## config.mk

```make
export PLATFORM = sky130hd
export DESIGN_NAME = ysyx_22050535_npc_mc
export DESIGN_NICKNAME = d
export VERILOG_FILES = /design/src/rtl/ysyx_22050535_npc_pkg.sv /design/src/rtl/ysyx_22050535_regfile_p.sv /design/src/rtl/ysyx_22050535_npc_mc.sv
export SDC_FILE = /design/constraint.sdc
export NUM_CORES = 2
export LEC_CHECK = 0
export CELL_PAD_IN_SITES_DETAIL_PLACEMENT = 1
export CELL_PAD_IN_SITES_GLOBAL_PLACEMENT = 1
export CORE_MARGIN = 10
export CORE_UTILIZATION = 49
export DETAILED_ROUTE_END_ITERATION = 10
export GPL_TIMING_DRIVEN = 0
export PLACE_DENSITY = 0.89
export SYNTH_ARGS = -nofsm -noshare
export SYNTH_HDL_FRONTEND = slang
export SYNTH_SLANG_ARGS = --single-unit
```

## constraint.sdc

```tcl
create_clock -name clk -period 7.9 [get_ports clk]
set_clock_uncertainty 0.05 [all_clocks]
set_input_delay 0.79 -clock clk [delete_from_list [all_inputs] [get_ports clk]]
set_output_delay 0.79 -clock clk [all_outputs]
set_load 0.01 [all_outputs]
```

## src/rtl/ysyx_22050535_npc_pkg.sv

```systemverilog
// Shared constants and types for the ysyx_22050535 multi-cycle NPC.
// Opcodes, FSM states, halt causes and a register-index check.
package ysyx_22050535_npc_pkg;

  localparam logic [6:0] OP_IMM   = 7'b0010011;
  localparam logic [6:0] OP_LUI   = 7'b0110111;
  localparam logic [6:0] OP_AUIPC = 7'b0010111;
  localparam logic [6:0] OP_JAL   = 7'b1101111;
  localparam logic [6:0] OP_JALR  = 7'b1100111;

  localparam logic [2:0] F3_ADDI  = 3'b000;
  localparam logic [2:0] F3_JALR  = 3'b000;

  localparam logic [31:0] EBREAK_INST = 32'h0010_0073;

  typedef enum logic [1:0] {
    FETCH_REQ,
    FETCH_WAIT,
    EXEC,
    HALT
  } state_t;

  typedef enum logic [1:0] {
    CAUSE_EBREAK   = 2'b00,
    CAUSE_ILLEGAL  = 2'b01,
    CAUSE_FETCH    = 2'b10,
    CAUSE_MISALIGN = 2'b11
  } cause_t;

  function automatic logic reg_ok(input logic [4:0] idx, input int n);
    return int'(idx) < n;
  endfunction

endpackage

```

## src/rtl/ysyx_22050535_regfile_p.sv

```systemverilog
// Parametrised register file: two async reads, one sync write.
// Entry 0 is never written and always reads as zero.
module ysyx_22050535_regfile_p #(
  parameter int XLEN    = 32,
  parameter int NR_REGS = 32,
  localparam int AW     = $clog2(NR_REGS)
) (
  input  logic            clk,
  input  logic            rst_n,
  input  logic [AW-1:0]   ra_addr,
  output logic [XLEN-1:0] ra_data,
  input  logic [AW-1:0]   rb_addr,
  output logic [XLEN-1:0] rb_data,
  input  logic            we,
  input  logic [AW-1:0]   wa,
  input  logic [XLEN-1:0] wd
);

  logic [XLEN-1:0] regs [NR_REGS];

  always_ff @(posedge clk or negedge rst_n) begin
    if (!rst_n) begin
      for (int i = 0; i < NR_REGS; i++) regs[i] <= '0;
    end else if (we && wa != '0) begin
      regs[wa] <= wd;
    end
  end

  assign ra_data = (ra_addr == '0) ? '0 : regs[ra_addr];
  assign rb_data = (rb_addr == '0) ? '0 : regs[rb_addr];

endmodule

```

## src/rtl/ysyx_22050535_npc_mc.sv

```systemverilog
// Multi-cycle NPC core: valid/ready fetch, one-cycle execute.
// Supports ADDI/LUI/AUIPC/JAL/JALR/EBREAK; halts on faults.
module ysyx_22050535_npc_mc
  import ysyx_22050535_npc_pkg::*;
#(
  parameter int              XLEN     = 32,
  parameter int              NR_REGS  = 32,
  parameter logic [XLEN-1:0] RESET_PC = 'h8000_0000
) (
  input  logic            clk,
  input  logic            rst,
  output logic            ifu_req_valid,
  input  logic            ifu_req_ready,
  output logic [XLEN-1:0] ifu_req_addr,
  input  logic            ifu_rsp_valid,
  output logic            ifu_rsp_ready,
  input  logic [31:0]     ifu_rsp_inst,
  input  logic            ifu_rsp_err,
  output logic [XLEN-1:0] pc,
  output logic            commit_valid,
  output logic [XLEN-1:0] commit_pc,
  output logic            halt,
  output logic [1:0]      halt_cause,
  output logic [XLEN-1:0] halt_code
);

  localparam int AW = $clog2(NR_REGS);

  state_t state, state_n;
  cause_t cause_q, cause_n;
  logic [31:0] ir;

  logic [6:0] opc;
  logic [4:0] rd, rs1;
  logic [2:0] f3;
  logic signed [11:0] si;
  logic signed [31:0] su;
  logic signed [20:0] sj;
  logic [XLEN-1:0] imm_i, imm_u, imm_j;
  logic [XLEN-1:0] rs1_val, a0_val, pc_4, res, npc;
  logic is_ebreak, wr, illegal, misalign, stop;

  assign opc = ir[6:0];
  assign rd  = ir[11:7];
  assign f3  = ir[14:12];
  assign rs1 = ir[19:15];

  assign si    = ir[31:20];
  assign su    = {ir[31:12], 12'b0};
  assign sj    = {ir[31], ir[19:12], ir[20], ir[30:21], 1'b0};
  assign imm_i = XLEN'(si);
  assign imm_u = XLEN'(su);
  assign imm_j = XLEN'(sj);
  assign pc_4  = pc + XLEN'(4);

  // Port B permanently watches a0 so halt_code can be sampled any cycle.
  ysyx_22050535_regfile_p #(
    .XLEN    (XLEN),
    .NR_REGS (NR_REGS)
  ) u_rf (
    .clk     (clk),
    .rst_n   (rst),
    .ra_addr (rs1[AW-1:0]),
    .ra_data (rs1_val),
    .rb_addr (AW'(10)),
    .rb_data (a0_val),
    .we      (commit_valid && wr && rd != 5'd0),
    .wa      (rd[AW-1:0]),
    .wd      (res)
  );

  always_comb begin
    is_ebreak = 1'b0;
    wr        = 1'b0;
    illegal   = 1'b0;
    res       = '0;
    npc       = pc_4;
    unique case (1'b1)
      ir == EBREAK_INST: is_ebreak = 1'b1;
      opc == OP_IMM && f3 == F3_ADDI: begin
        wr      = 1'b1;
        res     = rs1_val + imm_i;
        illegal = !reg_ok(rs1, NR_REGS) || !reg_ok(rd, NR_REGS);
      end
      opc == OP_LUI: begin
        wr      = 1'b1;
        res     = imm_u;
        illegal = !reg_ok(rd, NR_REGS);
      end
      opc == OP_AUIPC: begin
        wr      = 1'b1;
        res     = pc + imm_u;
        illegal = !reg_ok(rd, NR_REGS);
      end
      opc == OP_JAL: begin
        wr      = 1'b1;
        res     = pc_4;
        npc     = pc + imm_j;
        illegal = !reg_ok(rd, NR_REGS);
      end
      opc == OP_JALR && f3 == F3_JALR: begin
        wr      = 1'b1;
        res     = pc_4;
        npc     = (rs1_val + imm_i) & ~XLEN'(1);
        illegal = !reg_ok(rs1, NR_REGS) || !reg_ok(rd, NR_REGS);
      end
      default: illegal = 1'b1;
    endcase
  end

  assign misalign = (opc == OP_JAL || opc == OP_JALR) && npc[1];
  assign stop     = is_ebreak || illegal || misalign;

  always_comb begin
    state_n       = state;
    ifu_req_valid = 1'b0;
    ifu_rsp_ready = 1'b0;
    commit_valid  = 1'b0;
    cause_n       = CAUSE_EBREAK;
    unique case (state)
      FETCH_REQ: begin
        ifu_req_valid = 1'b1;
        if (ifu_req_ready) state_n = FETCH_WAIT;
      end
      FETCH_WAIT: begin
        ifu_rsp_ready = 1'b1;
        cause_n       = CAUSE_FETCH;
        if (ifu_rsp_valid) state_n = ifu_rsp_err ? HALT : EXEC;
      end
      EXEC: begin
        commit_valid = !illegal && !misalign;
        state_n      = stop ? HALT : FETCH_REQ;
        if (illegal)       cause_n = CAUSE_ILLEGAL;
        else if (misalign) cause_n = CAUSE_MISALIGN;
      end
      HALT: state_n = HALT;
    endcase
  end

  always_ff @(posedge clk or negedge rst) begin
    if (!rst) state <= FETCH_REQ;
    else      state <= state_n;
  end

  // Ebreak leaves pc pointing at itself for the harness.
  always_ff @(posedge clk or negedge rst) begin
    if (!rst) begin
      pc        <= RESET_PC;
      ir        <= '0;
      cause_q   <= CAUSE_EBREAK;
      halt_code <= '0;
    end else begin
      if (ifu_rsp_ready && ifu_rsp_valid && !ifu_rsp_err) ir <= ifu_rsp_inst;
      if (commit_valid && !is_ebreak) pc <= npc;
      if (state != HALT && state_n == HALT) begin
        cause_q   <= cause_n;
        halt_code <= a0_val;
      end
    end
  end

  assign ifu_req_addr = pc;
  assign commit_pc    = pc;
  assign halt         = (state == HALT);
  assign halt_cause   = cause_q;

endmodule
```

==> out/metrics.csv <==
metric,value,unit
status,finished with violations,
failing checks,"max-capacitance violations, max-slew violations, negative setup slack",
Global Route met3 Usage,0.1826,
Initial Util,0.4934,
first-pass GRT wire length,374400,microns
WL per Instance,35.81,microns
Fillers,11960,
nets@finish,5776,
warnings from Yosys,0,
DP HPWL,181100,microns
sw frac,0.3999,
CP endpoint,u_rf.regs[573],
drt pass-1 iters,9,
Worst path top cell family by delay,buffers and inverters,
DIE HEIGHT,353.8,microns
Crit path required time,8.53,ns
Fin. Hold Viols,0,
CP Launch Type,flop,
area occupied by multi-input gates,24200,sq um
Seq pwr share,0.342,
Placed Area,58390,sq um
vias in the first global route,53760,
critical path peak fanout,10,
Synth top area share,0.5142,
"Avg Cell Area, Syn",10.23,sq um
leak pwr,27.48,nW
Comb power frac,0.334,
Pwr Total,18.54,mW
Synth area leaders,"dfrtp_1 (51%), mux4_2 (9.8%), o21ai_0 (7.8%)",
Die Area,125200,sq um
Pint,11.13,mW
slowest library cell on the worst path,dfrtp_1,
top_reg_cell synth,dfrtp_1,
grt met1 use,0.4806,
Die X,353.8,microns
Peak VDD IR,0.2442,mV
clock sinks,1123,
final setup TNS,-31.13,ns
I/O pin count,171,
PortBufs,167,
Clock Path Buffers,3,
antenna violations before repair,40,
GRT Overall Usage,0.4050,
final setup vio count,399,
GPL Wtd Cong,1.002,
Final Instance Area,63090,sq um
element type at the critical path end,flop,
Setup crit start,ir[15],
worst setup slack after placement,-1.925,ns
maxcap violations,1,
# DRC,0,
"FF+latch count, synth",1123,
Yosys cell types,89,
worst-margin pin slew,1.515,ns
CTS tree,yes,
Antenna Violating Nets Remaining,0,
Worst R2R Path Depth,22,
Post-Syn Area,54600,sq um
Yosys top cell by area,dfrtp_1,
pwr/cell area,293.9,nW/um^2
most used routing layer,met2,
routed wire length,259900,microns
"EDFF count, synth",0,
Iteration-0 DRC Markers,8137,
crit path time final,8.172,ns
cts bufs inserted,117,
num rows,122,
reg2reg setup slack,-0.27,ns
largest net degree at the start of global routing,183,
"non-filler cells, final",7258,
Hold/Removal Path Class,reg -> reg,
clock share of power,0.323,
Vias,51640,
worst skew pair latency,0.81,ns
Buffers & Inverters on Critical Path,7,
Worst-path clk slew,0.07,ns
WS Path Type,reg -> reg,
Final WS setup,-0.2717,ns
relative slew slack,-0.01017,
grt ovf,0,
RR Startpoint,ir[15],
htree depth,3,
synthesized instance count,5339,
Pins Over Slew Limit,11,
Syn-to-layout area delta,15.55,%
Critical Path AT,8.80,ns
RSZ-0062 raised after global routing,true,
worst path cell trace,buf_4 > buf_4 > clkbuf_2 > clkbuf_4 > buf_4 > mux2i_1 > o221ai_1 > o22ai_1 > nor3_2 > a21oi_1 > nor2_1 > ha_1 > fa_1 > a22oi_1 > a21boi_2 > nor3_4 > buf_2 > nand3b_2 > nor2_1 > buf_2 > nor2_1 > a21oi_1,
cell count after placement,7007,
capturing point of the worst reg2reg path,u_rf.regs[573],
register area,28100,sq um
fraction of layout cells with a size suffix above 1,0.1454,
asr flop ratio synth,1.000,
area of the core,110700,sq um
register area share after synthesis,0.5147,
WP depth,22,
met2 Track Usage GR,0.5839,
CTS root buffer,clkbuf_16,
Vias/cell,7.115,
max incr delay on CP,0.70,ns
Max Clock Freq,122.4,MHz
Net Switching,7.414,mW
crit share post-route,1.034,
[metrics by stage]
step	hold WS, ns	util
global route	0.4245	0.5698
CTS	0.4114	0.5672
global placement	0.3847	0.5254
floorplan	0.3746	-
finish	0.4086	0.5701
detailed placement	0.3967	0.5277
[worst register-to-register path, delay by kind of cell, from the launching register on]
kind / cells / cell delay [ns]
AO/OA/AOI/OAI: 6 / 1.10
flip-flops: 1 / 0.70
adder cells (fa/ha/maj): 2 / 0.88
buffers and inverters: 7 / 2.88
multiplexers: 1 / 0.24
AND/OR/NAND/NOR: 6 / 2.22
[cell type report]
type	count	area share
inverter	31	0.001844
clock inverter	55	0.01196
buffer	539	0.04091
sequential	1123	0.4454
antenna	15	0.0005949
multi-input combinational	3645	0.3836
tap	1488	0.02951
timing repair buffer	202	0.03387
clock buffer	160	0.05229
[worst min-delay path by stage]
stage | start | cells past startpoint | to | slack [ns]
finish | u_rf.regs[1012] | 1 | u_rf.regs[1012] | 0.41
global route | u_rf.regs[1021] | 1 | u_rf.regs[1021] | 0.42
CTS | u_rf.regs[1016] | 1 | u_rf.regs[1016] | 0.41
detailed placement | u_rf.regs[1021] | 1 | u_rf.regs[1021] | 0.40
global placement | u_rf.regs[1008] | 1 | u_rf.regs[1008] | 0.38
floorplan | u_rf.regs[1000] | 1 | u_rf.regs[1000] | 0.37
[flip-flops by register name, indices dropped and copies added (netlist names)]
name        cells
state           2
u_rf.regs    1024
halt_cause      2
ir             32
halt_code      32
commit_pc      31
[layout by cell type, fill, tap and decap left out, types with 13 or more instances in the layout]
cell | synthesis | routed
clkbuf_4 | 0 | 14
a222oi_1 | 15 | 15
mux2i_1 | 116 | 115
clkbuf_2 | 0 | 53
o22ai_1 | 34 | 34
clkbuf_1 | 352 | 317
clkinv_2 | 0 | 24
o221ai_1 | 59 | 59
nand4_1 | 17 | 17
a21oi_1 | 357 | 344
buf_2 | 92 | 77
mux2_2 | 70 | 70
diode_2 | 0 | 15
nor2_1 | 373 | 364
clkbuf_8 | 0 | 21
buf_4 | 70 | 100
nor4_1 | 23 | 22
xnor2_1 | 56 | 56
dfrtp_1 | 1122 | 1121
buf_1 | 25 | 16
nand2b_1 | 14 | 14
o21bai_1 | 13 | 13
clkdlybuf4s50_1 | 0 | 166
nor3_1 | 68 | 61
a31oi_1 | 44 | 44
a221oi_1 | 22 | 20
ha_1 | 77 | 77
and3_1 | 19 | 18
o21ai_1 | 12 | 14
mux4_2 | 237 | 237
nand2_1 | 905 | 904
xor2_1 | 31 | 31
a21o_1 | 32 | 32
inv_1 | 30 | 30
nand3_1 | 42 | 41
clkbuf_16 | 0 | 117
o21ai_0 | 851 | 849
[metal layers]
metal  up-vias  routed length (microns)
met1     26130                    89510
met2      4498                   109500
met3      1439                    37460
met4        38                    23180
met5         -                      267
li1      19540                        -
[what timing repair did]
item | in CTS | in global routing
pin swaps | 6 | 4
hold endpoints to repair | 98 | 0
buffers inserted | 13 | 8
hold buffers | 1 | 0
setup endpoints to repair | 1056 | 814
gates resized for setup | 72 | 99
[cells in the mapped netlist (all sizes together) (5+ instances only)]
| cell | n |
|---|---|
| a222oi | 15 |
| a211oi | 8 |
| o31ai | 6 |
| o22ai | 34 |
| nand2 | 914 |
| dfrtp | 1122 |
| a31oi | 44 |
| nor3 | 70 |
| a21oi | 357 |
| ha | 77 |
| a21o | 32 |
| xor2 | 31 |
| nand3 | 42 |
| inv | 31 |
| a221oi | 23 |
| mux2i | 116 |
| xnor2 | 56 |
| nor4 | 25 |
| a22oi | 5 |
| o21bai | 13 |
| and2 | 9 |
| or3 | 10 |
| nand2b | 14 |
| buf | 190 |
| mux2 | 70 |
| nor2 | 373 |
| o221ai | 59 |
| o21ai | 864 |
| nor2b | 5 |
| and3 | 19 |
| nor3b | 8 |
| nand3b | 13 |
| mux4 | 237 |
| o21a | 8 |
| clkbuf | 352 |
| nand4 | 17 |
[power by group through the flow]
| stage | clock network [mW] | registers (mW) | logic [mW] |
|---|---|---|---|
| 4_1_cts | 5.91 | 6.30 | 5.76 |
| 3_5_place_dp | 0 | 6.40 | 5.63 |
| 3_3_place_gp | 0 | 6.41 | 5.47 |
| 6_report | 6.00 | 6.35 | 6.20 |
| 2_1_floorplan | 0 | 6.19 | 3.40 |
| 5_1_grt | 6.16 | 6.33 | 6.31 |
[logic make-up after synthesis]
family / Yosys count / synth area share
xor+xnor: 87 / 0.01396
other cells: 1 / 0.00006868
simple gates: 1536 / 0.1170
mux: 423 / 0.1335
buf+inv: 573 / 0.04672
flops: 1123 / 0.5147
compound gates: 1516 / 0.1553
fa+ha+maj: 80 / 0.01874
Note: power is estimated with default switching activity, not from simulation.
